===== src/rtl/cfg_stream_loader.sv =====
// Configuration stream loader: receives a framed serial bitstream, validates
// header, length, commands and checksum, then replays cmd/data pairs on cfg_out.
module cfg_stream_loader #(
    parameter int         MAX_PAIRS = 16,
    parameter logic [7:0] HDR_BYTE  = 8'hA5
) (
    input  logic       clk,
    input  logic       rst_n,
    input  logic       sck,
    input  logic       sdi,
    input  logic       cs_n,
    output logic [7:0] cfg_out,
    output logic       busy,
    output logic       done,
    output logic       err
);

    localparam int         AW    = (MAX_PAIRS > 1) ? $clog2(2 * MAX_PAIRS) : 1;
    localparam logic [7:0] MAX_N = 8'(MAX_PAIRS);

    typedef enum logic [2:0] {S_IDLE, S_HDR, S_CNT, S_BODY, S_CSUM, S_PLAY} state_t;

    state_t     state;
    logic [1:0] rst_sync;
    logic [1:0] sck_s, sdi_s, cs_s;
    logic       sck_d, cs_d;
    logic [2:0] bit_cnt;
    logic [6:0] sh;
    logic [7:0] n_q;
    logic [7:0] csum_q;
    logic [8:0] idx_q;
    logic [8:0] pi_q;
    logic [7:0] mem [2*MAX_PAIRS];

    logic       sck_rise, cs_fall, cs_rise, bit_en, byte_vld, cmd_ok, frame_bad;
    logic [7:0] rx_byte;
    logic [8:0] two_n;

    // Reset release and serial inputs are brought into the clk domain
    always_ff @(posedge clk or negedge rst_n) begin
        if (!rst_n) begin
            rst_sync <= '0;
            sck_s    <= '0;
            sdi_s    <= '0;
            cs_s     <= 2'b11;
            sck_d    <= 1'b0;
            cs_d     <= 1'b1;
        end else begin
            rst_sync <= {rst_sync[0], 1'b1};
            sck_s    <= {sck_s[0], sck};
            sdi_s    <= {sdi_s[0], sdi};
            cs_s     <= {cs_s[0], cs_n};
            sck_d    <= sck_s[1];
            cs_d     <= cs_s[1];
        end
    end

    assign sck_rise = sck_s[1] & ~sck_d;
    assign cs_fall  = ~cs_s[1] & cs_d;
    assign cs_rise  = cs_s[1] & ~cs_d;
    assign bit_en   = sck_rise & ~cs_s[1];
    assign byte_vld = bit_en & (bit_cnt == 3'd7);
    assign rx_byte  = {sh, sdi_s[1]};
    assign cmd_ok   = rx_byte[7] | (rx_byte == 8'h7F);
    assign two_n    = {n_q, 1'b0};

    always_comb begin
        frame_bad = 1'b0;
        if (byte_vld) begin
            case (state)
                S_HDR:   frame_bad = (rx_byte != HDR_BYTE);
                S_CNT:   frame_bad = (rx_byte == 8'h00) || (rx_byte > MAX_N);
                S_BODY:  frame_bad = ~idx_q[0] & ~cmd_ok;
                S_CSUM:  frame_bad = (rx_byte != csum_q);
                default: frame_bad = 1'b0;
            endcase
        end
    end

    // Datapath storage: shift register, length, running XOR and pair buffer
    always_ff @(posedge clk) begin
        if (bit_en)
            sh <= rx_byte[6:0];
        if (byte_vld && state == S_CNT) begin
            n_q    <= rx_byte;
            csum_q <= rx_byte;
        end
        if (byte_vld && state == S_BODY) begin
            csum_q                <= csum_q ^ rx_byte;
            mem[idx_q[AW-1:0]]    <= rx_byte;
        end
    end

    always_ff @(posedge clk or negedge rst_n) begin
        if (!rst_n) begin
            state   <= S_IDLE;
            bit_cnt <= '0;
            idx_q   <= '0;
            pi_q    <= '0;
            cfg_out <= '0;
            busy    <= 1'b0;
            done    <= 1'b0;
            err     <= 1'b0;
        end else begin
            if (bit_en)
                bit_cnt <= bit_cnt + 3'd1;
            case (state)
                S_IDLE: begin
                    if (cs_fall && rst_sync[1]) begin
                        state   <= S_HDR;
                        bit_cnt <= '0;
                        busy    <= 1'b1;
                        done    <= 1'b0;
                        err     <= 1'b0;
                    end
                end
                S_HDR, S_CNT, S_BODY, S_CSUM: begin
                    if (cs_rise || frame_bad) begin
                        state <= S_IDLE;
                        busy  <= 1'b0;
                        err   <= 1'b1;
                    end else if (byte_vld) begin
                        case (state)
                            S_HDR: state <= S_CNT;
                            S_CNT: begin
                                idx_q <= '0;
                                state <= S_BODY;
                            end
                            S_BODY: begin
                                idx_q <= idx_q + 9'd1;
                                if (idx_q == two_n - 9'd1)
                                    state <= S_CSUM;
                            end
                            default: begin
                                state   <= S_PLAY;
                                cfg_out <= mem[0];
                                pi_q    <= 9'd1;
                            end
                        endcase
                    end
                end
                S_PLAY: begin
                    // Entry already emitted entry 0; pi_q == 2N marks the end
                    if (pi_q == two_n) begin
                        cfg_out <= '0;
                        done    <= 1'b1;
                        busy    <= 1'b0;
                        state   <= S_IDLE;
                    end else begin
                        cfg_out <= mem[pi_q[AW-1:0]];
                        pi_q    <= pi_q + 9'd1;
                    end
                end
                default: state <= S_IDLE;
            endcase
        end
    end

endmodule


===== config.mk =====
export PLATFORM = sky130hd
export DESIGN_NAME = cfg_stream_loader
export DESIGN_NICKNAME = d
export VERILOG_FILES = /design/src/rtl/cfg_stream_loader.sv
export SDC_FILE = /design/constraint.sdc
export NUM_CORES = 1
export LEC_CHECK = 0
export ABC_AREA = 0
export BUFFER_PORTS_ARGS = -buffer_cell sky130_fd_sc_hd__buf_2
export CORE_MARGIN = 2
export CORE_UTILIZATION = 55
export CTS_BUF_LIST = sky130_fd_sc_hd__clkbuf_4
export CTS_CLUSTER_DIAMETER = 200
export CTS_CLUSTER_SIZE = 28
export DETAILED_ROUTE_END_ITERATION = 7
export GPL_ROUTABILITY_DRIVEN = 0
export PLACE_DENSITY_LB_ADDON = 0.15
export SKIP_CTS_REPAIR_TIMING = 1
export SYNTH_ARGS = -nofsm -noshare
export SYNTH_HDL_FRONTEND = slang
export SYNTH_SLANG_ARGS = --single-unit
export TNS_END_PERCENT = 10

===== constraint.sdc =====
create_clock -name clk -period 3.5 [get_ports clk]
set_input_delay 0.7 -clock clk [delete_from_list [all_inputs] [get_ports clk]]
set_output_delay 0.7 -clock clk [all_outputs]
set_load 0.01 [all_outputs]

Word level (Yosys, flattened, before mapping)
Memory sizes are Yosys's and may differ from the RTL's.
Cells that the tools add are included.
Storage, ports and cells
  word-level logic and storage cells: 115
  bits in writable memories: 256
  input bits: 5
  output and inout port bits: 11
  memories kept: 1
  flip-flop bits (word level): 68
Operators by class
  equality and inequality tests: 20
  $lt $le $gt $ge: 1
  bitwise operators: 14
  mux-type cells: 36
  add/subtract/negate cells: 4
  reductions and logical operators: 22
Memories
  mem: words 32, width 8, read ports 2, clocked after memory_dff 0, wr ports 1, RTL line 33  | logic [7:0] mem [2*MAX_PAIRS];
Operators with widths (count)
  two-way mux 8 bit: 6
  two-way mux 9 bit: 4
  one-hot mux 9 bit (2 select lines): 2
  two-way mux 3 bit: 8
  adder 9 x 1 -> 9 bit (second input constant): 2
  == test 9 bit: 2
  one-hot mux 3 bit (3 select lines): 2
  one-hot mux 8 bit (2 select lines): 1
  AND reduction 4 bit: 4
  != test 2 bit (second input constant): 7
  nonzero test 2 bit: 5
  == test 3 bit (second input constant): 3
  two-way mux 1 bit: 9
  subtractor 9 x 1 -> 9 bit (second input constant): 1
  == test 8 x 7 -> 1 bit (second input constant): 1
  > comparator 8 x 5 -> 1 bit (second input constant): 1
  logical NOT 8 bit: 1
  != test 8 bit: 1
  != test 8 bit (second input constant): 1
  XOR 8 bit: 1
  AND 1 bit: 6
  == test 3 x 2 -> 1 bit (second input constant): 2
  inverter 1 bit: 6
  AND reduction 3 bit: 2
  15 further kinds: 19

Longest topological paths before layout
  depth after elaboration: 9
  mapped depth: 11

Worst setup path before layout
OpenSTA, ideal clock, no wires.
  path type: reg2reg
  start: register sh[1]
  end: register idx_q[2]
  path buffers: 3
  period minus slack after synthesis: 2704 ps
  data arrival time: 2583 ps
  stages on the path, launching flop included: 9
  data required time: 3379 ps
  setup slack: 796 ps
  cell sequence: edfxtp_1 -> buf_2 -> nor4_1 -> xor2_1 -> o41a_1 -> or4_1 -> clkbuf_1 -> clkbuf_1 -> a22o_1
Between the ends
  longest elaborated chain between the ends: 9
RTL lines
  start, declared: RTL line 28  | logic [6:0] sh;
  start signal, assigned: RTL line 83  | sh <= rx_byte[6:0];
  parallel branches: the longest is 4 deep, another holds > comparator 8 x 5 -> 1 bit
  one-hot mux 1 bit (4 select lines) (*): RTL line 70  | case (state)
  two-way mux 1 bit (*): RTL line 69  | if (byte_vld) begin
  logical OR 1 bit (*): RTL line 118  | if (cs_rise || frame_bad) begin
  inverter 1 bit (no source line) (*)
  AND reduction 4 bit (no source line) (*)
  end signal, assigned: RTL line 130  | idx_q <= idx_q + 9'd1;
  end, declared: RTL line 31  | logic [8:0] idx_q;
Mark *: on every way between the ends.
A chain may end at the register's enable or synchronous reset.

Worst setup path in the final report
  start: register state[0]
  end: register idx_q[6]
Between the ends
  longest elaborated chain between the ends: 6
RTL lines
  start, declared: RTL line 23  | state_t state;
  start signal, assigned: RTL line 96  | state <= S_IDLE;
  start signal, assigned: RTL line 110  | state <= S_HDR;
  start signal, assigned: RTL line 119  | state <= S_IDLE;
  == test 3 bit (tied with other cells): RTL line 70, 107
  one-hot mux 1 bit (4 select lines): RTL line 70
  two-way mux 1 bit: RTL line 69
  logical OR 1 bit: RTL line 118
  inverter 1 bit (no source line)
  AND reduction 4 bit (no source line)
Parallel ways exist; a longest one is shown, timed or not.

==> summary.md <==
| Metric | Value |
|---|---|
| Final Setup Violations | `0` |
| Top cells by count, synth | `279 x edfxtp_1, 60 x mux2i_1, 58 x nand2_1, 58 x nor2_1, 42 x dfrtp_1` |
| Residual DRC | `0` |
| Synth Area in Simple Gates | `6.41%` |
| Seq. cell area | `0.00951 sq mm` |
| Clk_skew | `approximately 64 ps` |
| Grt ovf | `0` |
| WP data required | `slightly above 4000 ps` |
| Dominant cells by area after synthesis | `edfxtp_1 62%, dfrtp_1 7.7%, mux4_2 6.6%` |
| Vias in the first global route | `7,768` |
| P_sw | `1.29 mW` |
| Placed Cells | `approximately 1,200` |
| Sequential power share | `between 70% and 80%` |
| Cell area after synthesis | `approximately 0.014 sq mm` |
| Synth Area in Adders | `less than 1%` |
| Post-synth top area share | `between 60 and 70%` |
| Crit Path Class | `reg2reg` |
| Wire per inst | `24.4 um` |
| YS warnings | `0` |
| Compound-cell area share of the yosys netlist | `7.64%` |
| M2 GR Usage | `39.4%` |
| Hold WC Path Type | `in2reg` |
| Gate power share | `4.5%` |
| Post-synthesis mux area share | `roughly 11%` |
| CP Data Arrival Time | `3640 ps` |
| Number of DRC markers in iteration 0 | `between 1,000 and 1,500` |
| CP Max Fanout | `17` |
| Post-synth top area cell | `edfxtp_1` |
| Worst reg2reg path depth | `7` |
| Crit path launch type | `flip-flop` |
| Cell Pwr Density | `408 mW/mm^2` |
| Worst-skew pair later-pin latency | `between 700 and 800 ps` |
| TritonRoute pass-1 iters | `6` |
| Width of the die | `approximately 160 um` |
| Vias per cell | `between 6 and 7` |
| Row count | `between 50 and 60` |
| Core ar. | `0.0243 sq mm` |
| Initial antenna violation count | `1` |
| Clock network power share | `between 20 and 25%` |
| Nets | `919` |
| Grt met1 use | `between 30% and 40%` |
| Layout cells sized above 1 | `about 16%` |
| Vias | `~7,800` |
| CP endpoint kind | `flip-flop` |
| Count leader, synth | `edfxtp_1` |
| Post-DP HPWL | `about 20,000 um` |
| Hold path depth | `1` |
| Multi-input gate area | `0.00379 sq mm` |
| Port Buffers | `15` |
| Xor/xnor cell area share of the yosys netlist | `under 10%` |
| Fin. max-slew vios | `0` |
| Largest net degree at the start of global routing | `between 40 and 50` |
| Final wirelength | `30,300 um` |
| Internal power | `approximately 4.6 mW` |
| Status | `finished clean` |
| Clock Path Buffers | `3` |
| Fin. Hold Viols | `0` |
| Sum Neg Setup Slack | `0 ps` |
| GR peak layer | `met2` |
| Avg Cell Area, Syn | `~16 sq um` |
| Synth Register Bits | `around 320` |
| Worst-path clk slew | `270 ps` |
| Utilization after layout | `about three fifths` |
| Lkg Pwr | `about 4.6 nW` |
| Final Cycle Share | `86.5%` |
| Dominant synthesized flop cell | `edfxtp_1` |
| Root Buffer | `clkbuf_4` |
| RSZ-0062 raised after global routing | `no` |
| Max H-tree Level | `1` |
| Global-route wire length before repair | `about 47,000 um` |
| Synth async-reset ratio | `13.9%` |
| Total power draw | `approximately 5.9 mW` |
| Total track usage | `a little under a quarter` |
| Number of max-cap violations | `0` |
| Final ANT Viol Nets | `0` |
| Netlist cell types | `60` |
| Main combinational cell family by area after synthesis | `multiplexers` |
| Syn nets | `around 880` |
| Placed inst area | `between 0.01 and 0.015 sq mm` |
| Clock sink count | `~320` |
| Sequential element share of the synthesized area | `approximately 70%` |
| Max_slew headroom | `roughly 30%` |
| Design Area, Final | `approximately 0.014 sq mm` |
| Met3 Use GR | `around 4.0%` |
| Die Span Y | `161 um` |
| Maximum vdd ir drop | `0.356 mV` |
| Fmax | `between 300 and 400 MHz` |
| Fillers | `roughly 1,800` |
| Post-Syn Instances | `870` |
| Initial Util | `a little under three fifths` |
| I/O Pins | `16` |
| Min Clock Period, post-route | `slightly above 3000 ps` |
| CTS tree | `yes` |
| Sw Ratio | `21.8%` |
| Area growth syn-to-layout | `6.56%` |
| Fin cells | `about 1,200` |
| Tightest Pin Transition | `around 1100 ps` |
| CTS buffer count | `15` |
| Number of flops mapped to enable cells by yosys | `between 200 and 300` |
| Die area | `between 0.02 and 0.03 sq mm` |
path summary, 6_finish.rpt:
path / start / to / slack (ps)
max: state[0] / idx_q[6] / 470
min: sck / sck_s[0] / 70
max reg2reg: state[0] / idx_q[6] / 470
min reg2reg: cs_s[0] / cs_s[1] / 380
max in group asynchronous: rst_n / pi_q[0] / 2600
min in group asynchronous: rst_n / bit_cnt[1] / 120
metrics by stage:
stage / setup WS (ps) / hold slack (ps)
final: 474 / 69.8
after global routing: 358 / 12.6
after CTS: 596 / 5.84
after detailed placement: 685 / 340
after global placement: 768 / 334
after floorplan: 796 / 331
cells by family after synthesis:
kind of cell	count (synthesis)
other	1
muxes	100
AOI/OAI and AO/OA	153
DFF	324
buffers and inverters	66
adders and majority gates	8
xor gates and xnor gates	31
and+or+nand+nor	187
power groups by stage:
stage	clock network, mW	registers (mW)	logic (mW)
after floorplan	0	4.34	0.172
after global placement	0	4.35	0.247
after detailed placement	0	4.36	0.261
after CTS	1.40	4.27	0.263
after global routing	1.53	4.29	0.296
final	1.36	4.28	0.264
placed cells by master (no fill, tap or decap), types with 3 or more instances in the layout:
cell type | synthesis | routed
a21oi_1 | 31 | 31
a221oi_1 | 24 | 24
a22o_1 | 4 | 4
a22oi_1 | 5 | 5
a31oi_1 | 11 | 11
and2_1 | 4 | 4
and3_1 | 3 | 3
buf_2 | 14 | 15
buf_4 | 6 | 52
clkbuf_4 | 0 | 24
dfrtp_1 | 42 | 40
dfstp_2 | 3 | 3
edfxtp_1 | 279 | 279
ha_1 | 8 | 8
inv_1 | 14 | 14
mux2i_1 | 60 | 60
mux4_2 | 40 | 40
nand2_1 | 58 | 58
nand3_1 | 24 | 24
nand3b_1 | 4 | 4
nand4_1 | 4 | 4
nor2_1 | 58 | 58
nor2b_1 | 4 | 4
nor3_1 | 10 | 10
nor4_1 | 5 | 5
o2111ai_1 | 3 | 3
o211ai_1 | 16 | 16
o21a_1 | 3 | 3
o21ai_0 | 36 | 36
or3_1 | 4 | 4
xnor2_1 | 25 | 25
xor2_1 | 6 | 6
sequential cells by signal, summed over array words and instances (netlist names):
| name | cells |
|---|---|
| cs_s | 2 |
| rst_sync | 2 |
| sdi_s | 2 |
| cfg_out | 8 |
| sh | 7 |
| pi_q | 9 |
| csum_q | 8 |
| idx_q | 9 |
| state | 3 |
| sck_s | 2 |
| mem | 256 |
| sck_d | 1 |
| busy | 1 |
| cs_d | 1 |
| err | 1 |
| bit_cnt | 3 |
| done | 1 |
| n_q | 8 |
layer usage:
| metal | share of wire (%) | vias to the layer above |
|---|---|---|
| li1 | - | 3451 |
| met1 | 40 | 3899 |
| met2 | 49 | 373 |
| met3 | 8.5 | 53 |
| met4 | 2.2 | 0 |
| met5 | 0 | - |
worst max-delay path, cell delays in order, from the launching register on:
cell	delay, ps
dfrtp_1	700
inv_1	320
and4_1	420
o41a_1	220
or4_1	710
nor3_1	290
a21oi_1	60
o21ai_0	200
area by class of cell:
type | count | area share [%]
Clock buffer | 24 | 1.24
Timing Repair Buffer | 70 | 3.56
Tap cell | 324 | 2.80
Multi-Input combinational cell | 480 | 26.2
Clock inverter | 1 | 0.112
Antenna cell | 1 | 0.0173
Inverter | 15 | 0.389
Sequential cell | 324 | 65.7
No activity file was read; power rests on OpenSTA's default activity.
